===== src/rtl/spi_reg_ctrl_if.sv =====
// Bus bundle between the SPI slave / CNN core / weight memory and spi_reg_ctrl.
// The slave modport is the controller's view; master is the surrounding system.
interface spi_reg_ctrl_if #(
  parameter int NREGS  = 16,
  parameter int MEM_AW = 12
);
  logic               spi_done;
  logic [15:0]        spi_data_out;
  logic [15:0]        spi_data_in;
  logic [NREGS*8-1:0] cfg_regs;
  logic               cnn_start;
  logic               cnn_busy;
  logic               cnn_done;
  logic               mem_wr_valid;
  logic [MEM_AW-1:0]  mem_wr_addr;
  logic [7:0]         mem_wr_data;
  logic               mem_wr_ready;

  modport slave (
    input  spi_done, spi_data_out, cnn_busy, cnn_done, mem_wr_ready,
    output spi_data_in, cfg_regs, cnn_start, mem_wr_valid, mem_wr_addr, mem_wr_data
  );

  modport master (
    output spi_done, spi_data_out, cnn_busy, cnn_done, mem_wr_ready,
    input  spi_data_in, cfg_regs, cnn_start, mem_wr_valid, mem_wr_addr, mem_wr_data
  );
endinterface


===== src/rtl/spi_reg_ctrl.sv =====
// Command decoder / register controller behind the 16-bit SPI slave.
// Word: bit15 write, bits14:8 address, bits7:0 write data. Each word is
// executed one cycle after it is latched; the response word (read data or
// write echo) is ready for the next SPI transfer. MEM_DATA writes stream
// bytes to weight memory through an auto-incrementing pointer.
// NREGS / MEM_AW must match the parameters of the connected interface.
module spi_reg_ctrl #(
  parameter int NREGS  = 16,
  parameter int MEM_AW = 12
) (
  input  logic          clk,
  input  logic          rst_n,
  spi_reg_ctrl_if.slave bus
);
  typedef enum logic [1:0] {S_IDLE, S_EXEC, S_MEM_WAIT} state_t;

  localparam logic [6:0] A_CTRL   = 7'h00;
  localparam logic [6:0] A_STATUS = 7'h01;
  localparam logic [6:0] A_PTR_LO = 7'h02;
  localparam logic [6:0] A_PTR_HI = 7'h03;
  localparam logic [6:0] A_MEM    = 7'h04;
  localparam logic [6:0] A_CFG    = 7'h10;

  state_t             r_state;
  state_t             w_state_nxt;
  logic [15:0]        r_cmd;
  logic [15:0]        r_resp;
  logic [NREGS*8-1:0] r_cfg;
  logic [MEM_AW-1:0]  r_ptr;
  logic               r_done;
  logic               r_err;
  logic               r_start;

  logic               w_wr;
  logic [6:0]         w_addr;
  logic [7:0]         w_wdata;
  logic               w_exec;
  logic               w_mem_wait;
  logic               w_accept;
  logic               w_cfg_hit;
  logic [6:0]         w_cfg_idx;
  logic               w_ctrl_wr;
  logic               w_start_ok;
  logic               w_start_rej;
  logic               w_err_set;
  logic [15:0]        w_ptr16;
  logic [7:0]         w_rdata;

  // State register; async reset also drops mem_wr_valid immediately.
  always_ff @(posedge clk or negedge rst_n) begin
    if (!rst_n) r_state <= S_IDLE;
    else        r_state <= w_state_nxt;
  end

  // Next-state logic: words arriving outside IDLE are dropped (flagged as ERR).
  always_comb begin
    w_state_nxt = r_state;
    case (r_state)
      S_IDLE:     if (bus.spi_done) w_state_nxt = S_EXEC;
      S_EXEC:     w_state_nxt = (r_cmd[15] && r_cmd[14:8] == A_MEM) ? S_MEM_WAIT : S_IDLE;
      S_MEM_WAIT: if (bus.mem_wr_ready) w_state_nxt = S_IDLE;
      default:    w_state_nxt = S_IDLE;
    endcase
  end

  // Output/decode logic: command fields, CTRL actions and read-data mux.
  always_comb begin
    w_wr        = r_cmd[15];
    w_addr      = r_cmd[14:8];
    w_wdata     = r_cmd[7:0];
    w_exec      = (r_state == S_EXEC);
    w_mem_wait  = (r_state == S_MEM_WAIT);
    w_accept    = w_mem_wait && bus.mem_wr_ready;
    w_cfg_idx   = w_addr - A_CFG;
    w_cfg_hit   = (w_addr >= A_CFG) && (32'(w_addr) < 32'(16 + NREGS));
    w_ctrl_wr   = w_exec && w_wr && (w_addr == A_CTRL);
    w_start_ok  = w_ctrl_wr && w_wdata[0] && !bus.cnn_busy;
    w_start_rej = w_ctrl_wr && w_wdata[0] &&  bus.cnn_busy;
    w_err_set   = (bus.spi_done && (r_state != S_IDLE)) || w_start_rej;
    w_ptr16     = 16'(r_ptr);
    w_rdata     = 8'h00;
    case (w_addr)
      A_STATUS: w_rdata = {5'b0, r_err, r_done, bus.cnn_busy};
      A_PTR_LO: w_rdata = w_ptr16[7:0];
      A_PTR_HI: w_rdata = w_ptr16[15:8];
      default: begin
        for (int k = 0; k < NREGS; k++) begin
          if (w_cfg_hit && (w_cfg_idx == 7'(k))) w_rdata = r_cfg[8*k +: 8];
        end
      end
    endcase
  end

  // Command latch, register writes, response word, start pulse and pointer.
  always_ff @(posedge clk or negedge rst_n) begin
    if (!rst_n) begin
      r_cmd   <= '0;
      r_resp  <= '0;
      r_cfg   <= '0;
      r_ptr   <= '0;
      r_start <= 1'b0;
    end else begin
      r_start <= w_start_ok;
      if (r_state == S_IDLE && bus.spi_done) r_cmd <= bus.spi_data_out;
      if (w_exec) begin
        r_resp <= w_wr ? {1'b1, w_addr, w_wdata} : {1'b0, w_addr, w_rdata};
        if (w_wr) begin
          if (w_addr == A_PTR_LO) r_ptr[7:0] <= w_wdata;
          if (w_addr == A_PTR_HI) r_ptr[MEM_AW-1:8] <= w_wdata[MEM_AW-9:0];
          for (int k = 0; k < NREGS; k++) begin
            if (w_cfg_hit && (w_cfg_idx == 7'(k))) r_cfg[8*k +: 8] <= w_wdata;
          end
        end
      end
      if (w_accept) r_ptr <= r_ptr + 1'b1;
    end
  end

  // Sticky DONE/ERR flags; a set in the same cycle as a clear wins.
  always_ff @(posedge clk or negedge rst_n) begin
    if (!rst_n) begin
      r_done <= 1'b0;
      r_err  <= 1'b0;
    end else begin
      r_done <= bus.cnn_done | (r_done & ~(w_ctrl_wr & w_wdata[1]));
      r_err  <= w_err_set    | (r_err  & ~(w_ctrl_wr & w_wdata[2]));
    end
  end

  assign bus.spi_data_in  = r_resp;
  assign bus.cfg_regs     = r_cfg;
  assign bus.cnn_start    = r_start;
  assign bus.mem_wr_valid = w_mem_wait;
  assign bus.mem_wr_addr  = r_ptr;
  assign bus.mem_wr_data  = r_cmd[7:0];
endmodule


===== src/flat_wrapper.sv =====
// flat-port wrapper written by rule: the top's interface ports become plain ports
module spi_reg_ctrl_flat 
#(
  parameter int NREGS  = 16,
  parameter int MEM_AW = 12
)
  (clk, rst_n, bus_spi_done, bus_spi_data_out, bus_cnn_busy, bus_cnn_done, bus_mem_wr_ready, bus_spi_data_in, bus_cfg_regs, bus_cnn_start, bus_mem_wr_valid, bus_mem_wr_addr, bus_mem_wr_data);
  spi_reg_ctrl_if #(.NREGS(NREGS), .MEM_AW(MEM_AW)) bus_i ();
  input  logic clk;
  input  logic rst_n;
  input wire logic [$bits(bus_i.spi_done)-1:0] bus_spi_done;
  input wire logic [$bits(bus_i.spi_data_out)-1:0] bus_spi_data_out;
  input wire logic [$bits(bus_i.cnn_busy)-1:0] bus_cnn_busy;
  input wire logic [$bits(bus_i.cnn_done)-1:0] bus_cnn_done;
  input wire logic [$bits(bus_i.mem_wr_ready)-1:0] bus_mem_wr_ready;
  output wire logic [$bits(bus_i.spi_data_in)-1:0] bus_spi_data_in;
  output wire logic [$bits(bus_i.cfg_regs)-1:0] bus_cfg_regs;
  output wire logic [$bits(bus_i.cnn_start)-1:0] bus_cnn_start;
  output wire logic [$bits(bus_i.mem_wr_valid)-1:0] bus_mem_wr_valid;
  output wire logic [$bits(bus_i.mem_wr_addr)-1:0] bus_mem_wr_addr;
  output wire logic [$bits(bus_i.mem_wr_data)-1:0] bus_mem_wr_data;
  assign bus_i.spi_done = bus_spi_done;
  assign bus_i.spi_data_out = bus_spi_data_out;
  assign bus_i.cnn_busy = bus_cnn_busy;
  assign bus_i.cnn_done = bus_cnn_done;
  assign bus_i.mem_wr_ready = bus_mem_wr_ready;
  assign bus_spi_data_in = bus_i.spi_data_in;
  assign bus_cfg_regs = bus_i.cfg_regs;
  assign bus_cnn_start = bus_i.cnn_start;
  assign bus_mem_wr_valid = bus_i.mem_wr_valid;
  assign bus_mem_wr_addr = bus_i.mem_wr_addr;
  assign bus_mem_wr_data = bus_i.mem_wr_data;
  spi_reg_ctrl #(.NREGS(NREGS), .MEM_AW(MEM_AW)) u_core (.clk(clk), .rst_n(rst_n), .bus(bus_i));
endmodule

===== config.mk =====
export PLATFORM = sky130hd
export DESIGN_NAME = spi_reg_ctrl_flat
export DESIGN_NICKNAME = d
export VERILOG_FILES = /design/src/rtl/spi_reg_ctrl_if.sv /design/src/rtl/spi_reg_ctrl.sv /design/src/flat_wrapper.sv
export SDC_FILE = /design/constraint.sdc
export NUM_CORES = 1
export LEC_CHECK = 0
export ABC_AREA = 1
export CAP_MARGIN = 0
export CORE_ASPECT_RATIO = 1.2
export CORE_MARGIN = 8
export CORE_UTILIZATION = 54
export DETAILED_ROUTE_END_ITERATION = 8
export PLACE_DENSITY_LB_ADDON = 0.2
export REMOVE_ABC_BUFFERS = 1
export SLEW_MARGIN = 15
export SYNTH_ARGS = -nofsm -noshare
export SYNTH_HDL_FRONTEND = slang
export SYNTH_SLANG_ARGS = --single-unit

===== constraint.sdc =====
create_clock -name clk -period 3.6 [get_ports clk]
set_input_delay 0.9 -clock clk [delete_from_list [all_inputs] [get_ports clk]]
set_output_delay 0.9 -clock clk [all_outputs]
set_load 0.03 [all_outputs]

Word level (Yosys, flattened, before mapping)
Index checks and enable logic that the tools add are counted.
{"block": "classes", "addsub": 2, "order_cmp": 2, "n_eq_ne": 23, "muxes": 27, "bitwise_logic": 8, "reduce_logical": 55}
{"cell": "8-bit two-way mux", "n": 17}
{"cell": "7-bit by 4-bit equality test with 1-bit output (second input constant)", "n": 8}
{"cell": "3-bit AND reduction", "n": 18}
{"cell": "12-bit two-way mux", "n": 3}
{"cell": "7-bit by 3-bit equality test with 1-bit output (second input constant)", "n": 5}
{"cell": "7-bit by 2-bit equality test with 1-bit output (second input constant)", "n": 4}
{"cell": "1-bit logical AND", "n": 26}
{"cell": "8-bit case mux with 3 select lines", "n": 1}
{"cell": "16-bit two-way mux", "n": 1}
{"cell": "7-bit by 1-bit equality test with 1-bit output (second input constant)", "n": 2}
{"cell": "7-bit zero test", "n": 2}
{"cell": "12-bit by 1-bit adder with 12-bit output (second input constant)", "n": 1}
{"cell": "2-bit nonzero test", "n": 5}
{"cell": "7-bit by 5-bit >= comparator with 1-bit output (second input constant)", "n": 1}
{"cell": "7-bit by 6-bit less-than comparator with 1-bit output (second input constant)", "n": 1}
{"cell": "7-bit by 5-bit subtractor with 7-bit output (second input constant)", "n": 1}
{"cell": "2-bit two-way mux", "n": 3}
{"cell": "2-bit case mux with 3 select lines", "n": 1}
{"cell": "1-bit bitwise AND", "n": 4}
{"cell": "4-bit two-way mux", "n": 1}
{"cell": "2-bit inequality test (second input constant)", "n": 2}
{"cell": "2-bit by 1-bit equality test with 1-bit output (second input constant)", "n": 1}
{"cell": "2-bit equality test (second input constant)", "n": 1}
{"cell": "2-bit zero test", "n": 1}
{"cell": "other kinds (5)", "n": 7}
{"block": "word_totals", "register_bits": 177, "inputBits": 22, "out_inout_bits": 166, "wordCells": 141}

Longest topological paths before layout
{"block": "depth", "word_depth": 21, "ltp_mapped": 16, "ltp_nobuf": 16}

Least setup slack after synthesis
OpenSTA, ideal clock, no wires.
{"block": "synth_path", "kind": "register to register", "start": "register u_core.r_ptr[0] (netlist: u_core.bus.mem_wr_addr[0])", "end": "register u_core.r_ptr[10] (netlist: u_core.bus.mem_wr_addr[10])", "setup_time_ps": 134, "arrival_time_ps": 1805, "required_ps": 3466, "setup_slack_ps": 1661, "path_stages_with_launch": 15, "path_buffers": 0, "synth_period_minus_slack_ps": 1939, "cell_sequence": "dfrtp_1 > ha_1 > nand2_1 > nor2_1 > inv_1 > nor2_1 > inv_1 > nor2_1 > inv_1 > nor2_1 > inv_1 > nor2_1 > nand3_1 > o21ai_0 > o211ai_1"}
{"block": "synth_between", "elab_chain_len": 2}
{"item": "start: declaration", "line_no": "spi_reg_ctrl.sv:29", "text": "logic [MEM_AW-1:0] r_ptr;"}
{"item": "start signal: assignment", "line_no": "spi_reg_ctrl.sv:108", "text": "if (w_addr == A_PTR_LO) r_ptr[7:0] <= w_wdata;"}
{"item": "start signal: indexed assignment", "line_no": "spi_reg_ctrl.sv:109", "text": "if (w_addr == A_PTR_HI) r_ptr[MEM_AW-1:8] <= w_wdata[MEM_AW-9:0];"}
{"item": "start signal: assignment", "line_no": "spi_reg_ctrl.sv:115", "text": "if (w_accept) r_ptr <= r_ptr + 1'b1;"}
{"item": "12-bit by 1-bit adder with 12-bit output", "line_no": "spi_reg_ctrl.sv:115"}
{"item": "12-bit two-way mux", "line_no": "spi_reg_ctrl.sv:115"}
No other way between the ends.
A chain may end at the register's enable or synchronous reset.

Worst setup path after layout
{"block": "layout_path", "start": "register u_core.r_state[1]", "end": "output bus_mem_wr_valid"}
{"block": "layout_between", "elab_chain_len": 1}
{"item": "start: declaration", "line_no": "spi_reg_ctrl.sv:24", "text": "state_t r_state;"}
{"item": "start signal: assignment", "line_no": "spi_reg_ctrl.sv:52", "text": "else r_state <= w_state_nxt;"}
{"item": "2-bit equality test", "line_no": "spi_reg_ctrl.sv:72", "text": "w_mem_wait = (r_state == S_MEM_WAIT);"}
{"item": "end: declaration", "line_no": "flat_wrapper.sv:19", "text": "output wire logic [$bits(bus_i.mem_wr_valid)-1:0] bus_mem_wr_valid;"}
No other way between the ends.

==> results.py <==
metrics = {
    "status": {
        "outcome": "finished, final reports clean",
    },
    "sta": {
        "tightest_slew_ps": 913,
        "finalMaxSlewViolations": 0,
        "hold_viol": 0,
        "rsz0062_at_grt": "false",
        "finalSetupViolations": 0,
        "min_period_over_period_pct": 72.2,
        "fin_skew_ps": 9.53,
        "layout_min_cycle_time_ps": 2600,
        "max_freq_mhz": 385,
        "max-slew-margin-rel_pct": 39.1,
        "setup_tns_ps": 0,
        "holdWs_ps": 501,
    },
    "synth": {
        "yosysTopAreaCell": "dfrtp_1",
        "async_flop_share_pct": 100,
        "synth_edf_count": 0,
        "syn_area_per_cell_um2": 8.01,
        "ys_ff_latch": 177,
        "seq_area_frac_synth_pct": 54.4,
        "syn_area_um2": 8140,
        "synth_flop_cell": "dfrtp_1",
        "synth_common_cells": "nand2_1, dfrtp_1, o21ai_0",
        "synth_top_area_share_pct": 54.4,
        "syn_inst": 1017,
        "yosysMostFrequentCell": "nand2_1",
        "ys_types": 33,
        "yosys_warnings": 0,
        "synthTopCellsByArea": "dfrtp_1, nand2_1, o21ai_0",
    },
    "cts": {
        "cts_tree": "built",
        "clock-sinks": 177,
        "cts-buffers-inserted": 17,
        "postCtsSetupRepairBufs": 0,
        "clock_path_buffers": 2,
        "path_clk_slew_ps": 70,
        "cts_resized": 0,
        "clock_latency_ps": 430,
        "htree_levels": 4,
        "clock-root-buffer": "clkbuf_16",
        "holdBufCountCts": 0,
    },
    "floorplan": {
        "ios": 188,
        "start_util_pct": 54.7,
        "core_area_um2": 14900,
        "num_rows": 49,
        "dieArea_um2": 19300,
        "die_h_um": 151,
        "die_w_um": 128,
    },
    "finish": {
        "fin_area_um2": 10700,
        "multi_input_area_um2": 3170,
        "num_antenna_cells": 0,
        "drive_above_1_share_pct": 6.44,
        "n_fill_cell": 1163,
        "regArea_um2": 4430,
        "fin_util_pct": 72.1,
        "final_nets": 1205,
        "area_growth_syn_to_layout_pct": 31.9,
    },
    "power": {
        "p_switching_w": 0.00180,
        "switching_share_pct": 32.2,
        "pwr-share-seq_pct": 42.2,
        "clkPwrFrac_pct": 35.2,
        "p_comb_share_pct": 22.6,
        "power_leakage_nw": 4.62,
        "ir_drop_uv": 348,
        "p_int_w": 0.00379,
        "power.density_nw_per_um2": 521,
        "finalPower_w": 0.00560,
    },
    "critical_path": {
        "critPathCaptureType": "output pin",
        "worst-setup-path-type": "reg2out",
        "worst-path-max-fanout": 3,
        "cp.required_ps": 2700,
        "start_kind": "register",
        "ff2ff_path_depth": 13,
        "critPathArrivalTime_ps": 1700,
    },
    "global_routing": {
        "grt_max_degree": 88,
        "grt_pass1_vias": 7549,
        "antenna_found_initial": 0,
        "grt_overflow_total": 0,
        "track_usage_pct": 27.4,
        "grt_pass1_wl_um": 40600,
    },
    "flow_run": {
        "cap_violations": 0,
    },
    "hold_path": {
        "worstHoldPathType": "reg2reg",
        "hold_depth": 2,
    },
    "drt": {
        "vias": 7606,
        "viasPerCell": 5.44,
        "drtIter0Drc": 901,
        "wl_per_cell_um": 18.4,
        "drt-pass1-iter-count": 9,
        "antenna_left": 0,
        "routed_wl_um": 25700,
        "drc": 0,
    },
    "placed_design": {
        "gp_congestion": 0.957,
        "port_buffers": 187,
        "hpwl_um": 18200,
        "placed_cell_area_um2": 10100,
    },
}
[through the flow]
| step | worst slack, ps | cells |
|---|---|---|
| 4_1_cts | 979 | 1399 |
| 6_report | 1000 | 1399 |
| 3_3_place_gp | 1140 | 1367 |
| 5_1_grt | 782 | 1399 |
| 2_1_floorplan | 1660 | 972 |
| 3_5_place_dp | 1100 | 1367 |
[cells in the final DEF (no fill, tap or decap), drive strengths merged]
| cell type | n |
|---|---|
| nand2 | 349 |
| clkdlybuf4s50 | 186 |
| dfrtp | 177 |
| o21ai | 162 |
| inv | 91 |
| nor2 | 81 |
| nand3 | 37 |
| nand4 | 23 |
| clkbuf | 20 |
| a21oi | 18 |
| or2 | 10 |
| o211ai | 8 |
| buf | 5 |
| bufinv | 4 |
| clkinv | 4 |
| o221ai | 3 |
| a211oi | 3 |
| clkinvlp | 3 |
| nor3 | 3 |
| o311ai | 2 |
| o21bai | 1 |
| xor2 | 1 |
| o31ai | 1 |
| a221oi | 1 |
| o22ai | 1 |
| ha | 1 |
[layer usage]
| layer | vias to the layer above | routed length (um) | GRT usage (%) |
|---|---|---|---|
| li1 | 3613 | - | - |
| met1 | 3602 | 10300 | 33.1 |
| met2 | 331 | 12700 | 45.7 |
| met3 | 60 | 1900 | 5.99 |
| met4 | 0 | 887 | 13.2 |
| met5 | - | 0 | 0 |
[critical path, cell delays in order, from the launching register on]
cell and delay, ps:
dfrtp_1 370, inv_1 80, nor2_1 130, clkdlybuf4s50_1 700
[path summary, 6_finish.rpt]
path                                                       start                                endpoint  slack, ps
hold / removal             u_core.bus.spi_data_in[6]$_DFFE_PN0P_   u_core.bus.spi_data_in[6]$_DFFE_PN0P_        500
setup / recovery                   u_core.r_state[1]$_DFFE_PN0P_                        bus_mem_wr_valid       1000
max in group asynchronous                                  rst_n     u_core.bus.cfg_regs[88]$_DFFE_PN0P_       2260
hold reg to reg            u_core.bus.spi_data_in[6]$_DFFE_PN0P_   u_core.bus.spi_data_in[6]$_DFFE_PN0P_        500
min in group asynchronous                                  rst_n  u_core.bus.mem_wr_addr[10]$_DFFE_PN0P_        540
setup reg to reg                    u_core.r_cmd[13]$_DFFE_PN0P_   u_core.bus.spi_data_in[1]$_DFFE_PN0P_       1070
[cell type report]
type | count | share of cell area (%)
multi-input combinational | 705 | 29.5
sequential | 177 | 41.3
tap | 204 | 2.38
timing repair buffer | 191 | 17.8
inverter | 90 | 3.15
clock buffer | 20 | 4.16
clock inverter | 12 | 1.70
[sequential cells by signal (all words and copies together) (netlist names)]
| register | cells |
|---|---|
| u_core.r_state | 2 |
| u_core.bus.mem_wr_addr | 12 |
| u_core.r_err | 1 |
| u_core.bus.cfg_regs | 128 |
| u_core.bus.spi_data_in | 16 |
| u_core.r_done | 1 |
| u_core.bus.cnn_start | 1 |
| u_core.r_cmd | 16 |
[cells by family after synthesis]
family                   count (synthesis)  synth area share, %
AO/OA/AOI/OAI                          200                 13.0
adder cells (fa/ha/maj)                  1                0.154
flip-flops                             177                 54.4
XOR/XNOR                                 1                0.108
buffers and inverters                  135                 6.68
AND/OR/NAND/NOR                        503                 25.7
[power by group through the flow]
stage	logic (W)	clock network [W]	registers, W
4_1_cts	0.00127	0.00199	0.00236
3_5_place_dp	0.00127	0	0.00239
6_report	0.00126	0.00197	0.00236
3_3_place_gp	0.00125	0	0.00239
2_1_floorplan	0.000334	0	0.00268
5_1_grt	0.00135	0.00207	0.00238
Power figures use the tool's default switching activity.
